<file path="src/rtl/alu_issue_ctrl.sv">
`default_nettype none
// ============================================================================
// Module   : alu_issue_ctrl
// Purpose  : Shares one ALU between two requesters. Round-robin arbitration,
//            command latching, multi-cycle operand hold, result capture,
//            valid/ready response return and the architectural NZCV register.
// Ports    : clk, rst                      - clock, synchronous active-high reset
//            req{0,1}_valid/ready/cmd      - command channels (93-bit command)
//            alu_in1/in2/opcode/sr_bit/
//            alu_sr_cont/alu_s             - operands driven to the ALU
//            alu_out, alu_flags            - ALU result and NZCV
//            rsp_valid/ready/id/data/err   - response channel
//            flags_q                       - architectural NZCV register
//            busy                          - high whenever not IDLE
// Revision : 1.0 - initial release
// ============================================================================
module alu_issue_ctrl #(
   parameter int MUL_CYCLES = 3,
   parameter int ALU_CYCLES = 1
) (
   input  logic        clk,
   input  logic        rst,
   input  logic        req0_valid,
   output logic        req0_ready,
   input  logic [92:0] req0_cmd,
   input  logic        req1_valid,
   output logic        req1_ready,
   input  logic [92:0] req1_cmd,
   output logic [31:0] alu_in1,
   output logic [31:0] alu_in2,
   output logic [3:0]  alu_opcode,
   output logic [4:0]  alu_sr_bit,
   output logic [2:0]  alu_sr_cont,
   output logic        alu_s,
   input  logic [31:0] alu_out,
   input  logic [3:0]  alu_flags,
   output logic        rsp_valid,
   input  logic        rsp_ready,
   output logic        rsp_id,
   output logic [31:0] rsp_data,
   output logic        rsp_err,
   output logic [3:0]  flags_q,
   output logic        busy
);

   typedef enum logic [1:0] {
      ST_IDLE = 2'd0,
      ST_EXEC = 2'd1,
      ST_RESP = 2'd2
   } state_t;

   // Counter is loaded with latency-1 so that count 0 marks the last EXEC cycle
   localparam logic [3:0] c_mul_lat = 4'(MUL_CYCLES - 1);
   localparam logic [3:0] c_alu_lat = 4'(ALU_CYCLES - 1);
   localparam logic [3:0] c_op_mul  = 4'b0010;
   localparam logic [3:0] c_op_mov  = 4'b0110;

   state_t      state_q, state_d;
   logic        prio_q, prio_d;         // requester that wins the next tie
   logic [3:0]  cnt_q, cnt_d;
   logic        id_q, id_d;
   logic        sup_q, sup_d;
   logic [31:0] alu_in1_q, alu_in1_d;
   logic [31:0] alu_in2_q, alu_in2_d;
   logic [3:0]  alu_opcode_q, alu_opcode_d;
   logic [4:0]  alu_sr_bit_q, alu_sr_bit_d;
   logic [2:0]  alu_sr_cont_q, alu_sr_cont_d;
   logic        alu_s_q, alu_s_d;
   logic        rsp_valid_q, rsp_valid_d;
   logic        rsp_id_q, rsp_id_d;
   logic [31:0] rsp_data_q, rsp_data_d;
   logic        rsp_err_q, rsp_err_d;
   logic [3:0]  flags_d;

   logic        w_idle;
   logic        w_grant1;
   logic        w_accept;
   logic [92:0] w_cmd;
   logic [3:0]  w_op;

   function automatic logic is_supported(input logic [3:0] op);
      return (op[3] == 1'b0) || (op == 4'b1101) || (op == 4'b1110);
   endfunction

   // Arbitration: a lone valid wins; on a tie the prioritised requester wins
   assign w_idle     = (state_q == ST_IDLE);
   assign w_grant1   = (req0_valid && req1_valid) ? prio_q : (req1_valid && !req0_valid);
   assign req0_ready = w_idle && req0_valid && !w_grant1;
   assign req1_ready = w_idle && req1_valid && w_grant1;
   assign w_accept   = req0_ready || req1_ready;
   assign w_cmd      = w_grant1 ? req1_cmd : req0_cmd;
   assign w_op       = w_cmd[91:88];

   always_comb begin
      state_d       = state_q;
      prio_d        = prio_q;
      cnt_d         = cnt_q;
      id_d          = id_q;
      sup_d         = sup_q;
      alu_in1_d     = alu_in1_q;
      alu_in2_d     = alu_in2_q;
      alu_opcode_d  = alu_opcode_q;
      alu_sr_bit_d  = alu_sr_bit_q;
      alu_sr_cont_d = alu_sr_cont_q;
      alu_s_d       = alu_s_q;
      rsp_valid_d   = rsp_valid_q;
      rsp_id_d      = rsp_id_q;
      rsp_data_d    = rsp_data_q;
      rsp_err_d     = rsp_err_q;
      flags_d       = flags_q;

      case (state_q)
         ST_IDLE: begin
            if (w_accept) begin
               state_d       = ST_EXEC;
               id_d          = w_grant1;
               prio_d        = !w_grant1;
               sup_d         = is_supported(w_op);
               cnt_d         = (w_op == c_op_mul) ? c_mul_lat : c_alu_lat;
               alu_s_d       = w_cmd[92];
               alu_opcode_d  = w_op;
               alu_in1_d     = w_cmd[87:56];
               // MOV immediate takes its operand from the zero-extended imm field
               alu_in2_d     = (w_op == c_op_mov) ? {16'b0, w_cmd[15:0]} : w_cmd[55:24];
               alu_sr_bit_d  = w_cmd[23:19];
               alu_sr_cont_d = w_cmd[18:16];
            end
         end
         ST_EXEC: begin
            if (cnt_q == 4'd0) begin
               state_d     = ST_RESP;
               rsp_valid_d = 1'b1;
               rsp_id_d    = id_q;
               rsp_data_d  = sup_q ? alu_out : 32'd0;
               rsp_err_d   = !sup_q;
               if (sup_q && alu_s_q) begin
                  flags_d = alu_flags;
               end
            end else begin
               cnt_d = cnt_q - 4'd1;
            end
         end
         ST_RESP: begin
            if (rsp_ready) begin
               state_d     = ST_IDLE;
               rsp_valid_d = 1'b0;
            end
         end
         default: begin
            state_d = ST_IDLE;
         end
      endcase
   end

   always_ff @(posedge clk) begin
      if (rst) begin
         state_q       <= ST_IDLE;
         prio_q        <= 1'b0;
         cnt_q         <= 4'd0;
         id_q          <= 1'b0;
         sup_q         <= 1'b0;
         alu_in1_q     <= 32'd0;
         alu_in2_q     <= 32'd0;
         alu_opcode_q  <= 4'd0;
         alu_sr_bit_q  <= 5'd0;
         alu_sr_cont_q <= 3'd0;
         alu_s_q       <= 1'b0;
         rsp_valid_q   <= 1'b0;
         rsp_id_q      <= 1'b0;
         rsp_data_q    <= 32'd0;
         rsp_err_q     <= 1'b0;
         flags_q       <= 4'd0;
      end else begin
         state_q       <= state_d;
         prio_q        <= prio_d;
         cnt_q         <= cnt_d;
         id_q          <= id_d;
         sup_q         <= sup_d;
         alu_in1_q     <= alu_in1_d;
         alu_in2_q     <= alu_in2_d;
         alu_opcode_q  <= alu_opcode_d;
         alu_sr_bit_q  <= alu_sr_bit_d;
         alu_sr_cont_q <= alu_sr_cont_d;
         alu_s_q       <= alu_s_d;
         rsp_valid_q   <= rsp_valid_d;
         rsp_id_q      <= rsp_id_d;
         rsp_data_q    <= rsp_data_d;
         rsp_err_q     <= rsp_err_d;
         flags_q       <= flags_d;
      end
   end

   assign alu_in1     = alu_in1_q;
   assign alu_in2     = alu_in2_q;
   assign alu_opcode  = alu_opcode_q;
   assign alu_sr_bit  = alu_sr_bit_q;
   assign alu_sr_cont = alu_sr_cont_q;
   assign alu_s       = alu_s_q;
   assign rsp_valid   = rsp_valid_q;
   assign rsp_id      = rsp_id_q;
   assign rsp_data    = rsp_data_q;
   assign rsp_err     = rsp_err_q;
   assign busy        = (state_q != ST_IDLE);

endmodule
`default_nettype wire

</file>
<file path="config.mk">
export PLATFORM = sky130hd
export DESIGN_NAME = alu_issue_ctrl
export DESIGN_NICKNAME = d
export VERILOG_FILES = /design/src/rtl/alu_issue_ctrl.sv
export SDC_FILE = /design/constraint.sdc
export NUM_CORES = 1
export LEC_CHECK = 0
export BUFFER_PORTS_ARGS = -buffer_cell sky130_fd_sc_hd__buf_2
export CAP_MARGIN = 20
export CORE_AREA = 2 2 133 135
export DETAILED_ROUTE_END_ITERATION = 6
export DIE_AREA = 0 0 135 137
export PLACE_DENSITY = 0.71
export SETUP_SLACK_MARGIN = 0.3
export SLEW_MARGIN = 20
export SYNTH_ARGS = -nofsm -noshare
export SYNTH_HDL_FRONTEND = slang
export SYNTH_SLANG_ARGS = --single-unit
</file>
<file path="constraint.sdc">
create_clock -name clk -period 2.7 [get_ports clk]
set_clock_uncertainty 0.15 [all_clocks]
set_input_delay 0 -clock clk [delete_from_list [all_inputs] [get_ports clk]]
set_output_delay 0 -clock clk [all_outputs]
set_load 0.005 [all_outputs]
</file>
Word level (Yosys, flattened, before mapping)
Cells that the tools add are included.
- add/subtract/negate cells: 1
- multiplexer cells: 15
- eq/ne operators: 10
- bitwise logic cells: 1
- reductions and logical operators: 24
- operators with widths (cell ; number):
    93-bit 2-to-1 mux ; 1
    32-bit 2-to-1 mux ; 2
    3-bit AND reduction ; 4
    4-bit == test (second input constant) ; 2
    2-bit 2-to-1 mux ; 4
    4-bit 2-to-1 mux ; 2
    4-bit case mux with 2 select lines ; 1
    1-bit logical AND ; 7
    2-bit inequality test (second input constant) ; 3
    2-bit case mux with 3 select lines ; 1
    2-bit nonzero test ; 3
    4-bit by 2-bit == test with 1-bit output (second input constant) ; 1
    4-bit by 3-bit == test with 1-bit output (second input constant) ; 1
    4-bit zero test ; 1
    2-bit AND reduction ; 2
    4-bit by 1-bit subtractor with 4-bit output (second input constant) ; 1
    1-bit zero test ; 3
    1-bit logical OR ; 3
    1-bit 2-to-1 mux ; 3
    2-bit by 1-bit == test with 1-bit output (second input constant) ; 1
    2-bit == test (second input constant) ; 1
    2-bit zero test ; 1
    2-bit by 1-bit inequality test with 1-bit output (second input constant) ; 1
    1-bit case mux with 2 select lines ; 1
    1-bit inverter ; 1
- output and inout port bits: 119
- bits of input ports: 227
- flip-flop bits (word level): 125
- logic and storage cells: 67

Longest topological paths before layout
- word-level depth: 8
- gate-level depth with buffers: 7
- depth with buffers taken out: 6

Worst setup path before layout
No wires, ideal clock.
- path type: reg-to-reg
- start: register cnt_q[0]
- end: register flags_q[0]
- stages on the path, launching flop included: 7
- buffers on the path: 0
- data required time: 2.422 ns
- period minus slack after synthesis: 1.895 ns
- data arrival time: 1.617 ns
- library setup time: 0.128 ns
- setup slack: 0.805 ns
- cells stage by stage: dfxtp_1 inv_1 ha_1 or3b_2 nor3_2 mux2i_1 nor2_1
- longest elaborated chain between the ends: 2
- ends and longest elaborated chain (what ; line ; RTL):
    start, declared ; 60 ; logic [3:0] cnt_q, cnt_d;
    start signal, assigned ; 176 ; cnt_q <= cnt_d;
    4-bit zero test ; 130 ; if (cnt_q == 4'd0) begin
    3-bit AND reduction (no source line) ; -- ;
    end signal, assigned ; 189 ; flags_q <= flags_d;
    end, declared ; 42 ; output logic [3:0] flags_q,
No other way between the ends.
A chain may end at the register's enable or synchronous reset.

Worst setup path in the final report
- start: input port req0_cmd[88]
- end: register alu_in2_q[7] (netlist: alu_in2[7])
- longest elaborated chain between the ends: 3
- ends and longest elaborated chain (what ; line ; RTL):
    start, declared ; 25 ; input logic [92:0] req0_cmd,
    93-bit 2-to-1 mux ; 91 ; assign w_cmd = w_grant1 ? req1_cmd : req0_cmd;
    4-bit by 3-bit == test with 1-bit output ; 124 ; alu_in2_d = (w_op == c_op_mov) ? {16'b0, w_cmd[15:0]} : w_cmd[55:24];
    32-bit 2-to-1 mux ; 124 ;
    end signal, assigned ; 180 ; alu_in2_q <= alu_in2_d;
    end, declared ; 64 ; logic [31:0] alu_in2_q, alu_in2_d;
No other way between the ends.

==> results by group <==
Status
  • Status: finished clean

Placement
  • Placed Cells: 1130
  • GP Congestion: a little over 0.8
  • Post-DP HPWL: between 10000 and 15000 µm
  • I/O Buffers: approximately 350

Timing
  • Final Hold Vio Count: 0
  • Min cycle time layout: about 2.3 ns
  • # setup viols final: 0
  • Setup TNS: 0 ns
  • Final Cycle Share: 85.90%
  • Least-Margin Pin Slew: roughly 0.78 ns
  • Slew HR: a little under half
  • Max Fclk: approximately 0.43 GHz
  • Unrepaired setup endpoints after global routing: true
  • Max-slew violations: 0

Yosys
  • Cells after synthesis: 600
  • Post-Synth Simple-Gate Area: 19.66%
  • Post-synth top area cell: dfxtp_1
  • Most frequent cell after synthesis: dfxtp_1
  • Synth area leaders: dfxtp_1 47%, mux2i_1 9.9%, nand2_1 7.1%
  • Yosys warns: 0
  • Syn_area_per_cell: about 9.0 µm²
  • Synth top area share: 46.60%
  • Xor/xnor share of the synthesized area: less than 1%
  • Yosys cell types: 44
  • Post-synth ARST share: 0%
  • Post-synthesis adder-cell area fraction: less than 1%
  • Mux cell area share after synthesis: roughly a tenth
  • Mapped Area: approximately 0.0054 mm²
  • Largest family of logic cells by synthesized area: simple AND/OR/NAND/NOR gates
  • Post-synthesis compound-gate area fraction: between 10% and 20%
  • Mapped Nets: 829
  • Register area share after synthesis: between 40 and 50%
  • Number of enable flip-flop cells after synthesis: 0
  • Ys flop type: dfxtp_1
  • Synth cell count leaders: 125 x dfxtp_1, 101 x nand2_1, 56 x nor2_1, 53 x mux2i_1, 40 x a21oi_1
  • #FFs+latches synth: between 100 and 150

Clock network
  • H-tree lvl count: 4
  • Buffer count from post-CTS setup fixing: 0
  • Worst-skew pair later-pin latency: 0.41 ns
  • Clock buffer depth: 2
  • CTS clk-pin slew, worst paths: roughly 0.06 ns
  • CTS tree: yes
  • CTS Sinks: ~130
  • Inserted Clock Buffers: 17
  • Cell chosen for the clock root: clkbuf_16

Worst setup path
  • Reg2reg path depth: 6
  • Worst path required time: around 2.8 ns
  • CP dominant cell by count: dlygate4sd3_1
  • Critical path's largest stage delay: slightly above 0.6 ns
  • CP Launch Type: input port
  • CP max FO: 16
  • Data arrival, critical path: roughly 2.4 ns
  • Critical Path Stages: 7
  • Setup CP Type: in2reg
  • WP buf/inv: 4
  • Crit path capture type: register
  • Delay-heaviest family, CP: buffers and inverters
  • Sequence of cells on the critical path: dlygate4sd3_1 > buf_2 > nor4bb_4 > buf_4 > mux2i_1 > dlygate4sd3_1 > o221ai_1
  • Slowest CP cell: dlygate4sd3_1

Detailed routing
  • WL/cell: 17.02 µm
  • ANT nets after route: 0
  • DRC viols: 0
  • DR vias/cell: 5.044
  • Pre-Repair DR Iteration Count: 7
  • Total wire length: 23660 µm
  • Initial DRC count: ~380
  • Via count: 7011

Global route
  • Tot GR Track Use: about a quarter
  • Largest net degree at the start of global routing: 77
  • Vias in the first global route: just over 7000
  • Initial antenna violation count: 0
  • Total grt overflow: 0
  • First-pass GRT wire length: 35590 µm

Run
  • Max cap viols: 0

Min path
  • Hold crit path type: in2reg
  • Hold Crit Depth: 4

Cells and area
  • Layout area overhead: 89.80%
  • Final net count: about 1400
  • FILL cells: 1397
  • Share of cells above drive strength 1: about a third
  • Fin cells: around 1400

Floorplan
  • Total die area: 0.01850 mm²
  • Row count: 48
  • Initial Util: 31.48%
  • Die Span Y: between 100 and 150 µm
  • Core area: ~0.017 mm²
  • I/O pins: approximately 350
  • Die Wd: approximately 140 µm

Power
  • Maximum vdd drop: 0.5083 mV
  • PwrDens: ~650 mW/mm²
  • LEAKAGE: between 4 and 5 nW
==> worst register-to-register path, stage by stage (launching register included) <==
cell           delay [ns]
dfxtp_1              0.36
nor2_4               0.18
nand2_1              0.09
buf_4                0.29
a222oi_1             0.43
dlygate4sd3_1        0.61
nor2_1               0.04
==> final timing paths <==
check             slack, ns              to          from
setup / recovery       0.38      alu_in2[7]  req0_cmd[88]
hold / removal         0.22      flags_q[1]  alu_flags[1]
setup reg to reg       0.42  alu_sr_cont[0]    state_q[1]
hold reg to reg        0.29    rsp_data[12]  rsp_data[12]
==> kinds of logic after synthesis <==
group | count (synthesis)
AO/OA/AOI/OAI | 130
adder cells (fa/ha/maj) | 2
AND/OR/NAND/NOR | 230
multiplexers | 53
XOR/XNOR | 2
flip-flops | 125
buffers and inverters | 58
==> metal layers <==
metal | up-vias | global-route usage (%) | wire [µm]
li1 | 3292 | - | -
met1 | 3241 | 26.34 | 9073
met2 | 383 | 43.57 | 11780
met3 | 95 | 5.593 | 1631
met4 | 0 | 14.99 | 1175
met5 | - | 0 | 0
==> cell usage in the layout, fill, tap and decap left out, drive strengths merged, types with 4 or more instances in the layout <==
master and count:
mux2i 53, nand2 101, a222oi 24, nand3b 17
a311oi 21, o21ai 17, nand3 33, dfxtp 125
buf 358, o221ai 16, clkbuf 19, clkinv 4
inv 7, dlygate4sd3 227, bufinv 4, nand2b 4
a21oi 40, nor2 57
==> what timing repair did <==
action                                 4_1_cts  5_1_grt
hold buffers                               227        0
endpoints found under the hold margin      121        0
gates resized for setup                      0        4
setup endpoints to repair                    0       26
==> area by class of cell <==
cell class / instances / area, µm² / area share (%)
clock inverters: 13 / 187.7 / 1.841
multi-input cells: 417 / 2640 / 25.90
diodes: 1 / 2.502 / 0.02455
well taps: 225 / 281.5 / 2.762
flip-flops and latches: 125 / 2502 / 24.55
inverters: 5 / 18.77 / 0.1841
clock buffers: 19 / 452.9 / 4.444
repair buffers: 585 / 4106 / 40.29
==> where the power goes <==
| group | internal [W] | switching, W | total, W |
|---|---|---|---|
| Sequential | 0.00210 | 0.000147 | 0.00225 |
| Clock | 0.00160 | 0.000883 | 0.00248 |
| Combinational | 0.000921 | 0.000940 | 0.00186 |
| Total | 0.00462 | 0.00197 | 0.00659 |
==> metrics by stage <==
step	power, W	setup slack (ns)	area [µm²]	util, %	hold slack, ns
floorplan	0.003064	0.8051	5370	-	-0.002796
global placement	0.003671	0.6585	7262	42.58	0.08869
detailed placement	0.003697	0.5984	7262	42.58	0.09563
CTS	0.006556	0.3329	10170	59.65	0.1918
global route	0.006900	0.2975	10190	59.74	0.2127
finish	0.006590	0.3807	10190	59.76	0.2177
==> registers in the layout, indices dropped and copies added, names as in the netlist <==
signal,flops
alu_s,1
id_q,1
sup_q,1
cnt_q,4
prio_q,1
rsp_valid,1
rsp_id,1
state_q,2
alu_opcode,4
alu_sr_cont,3
rsp_data,32
rsp_err,1
alu_sr_bit,5
alu_in2,32
alu_in1,32
flags_q,4
No activity file was read; power rests on OpenSTA's default activity.
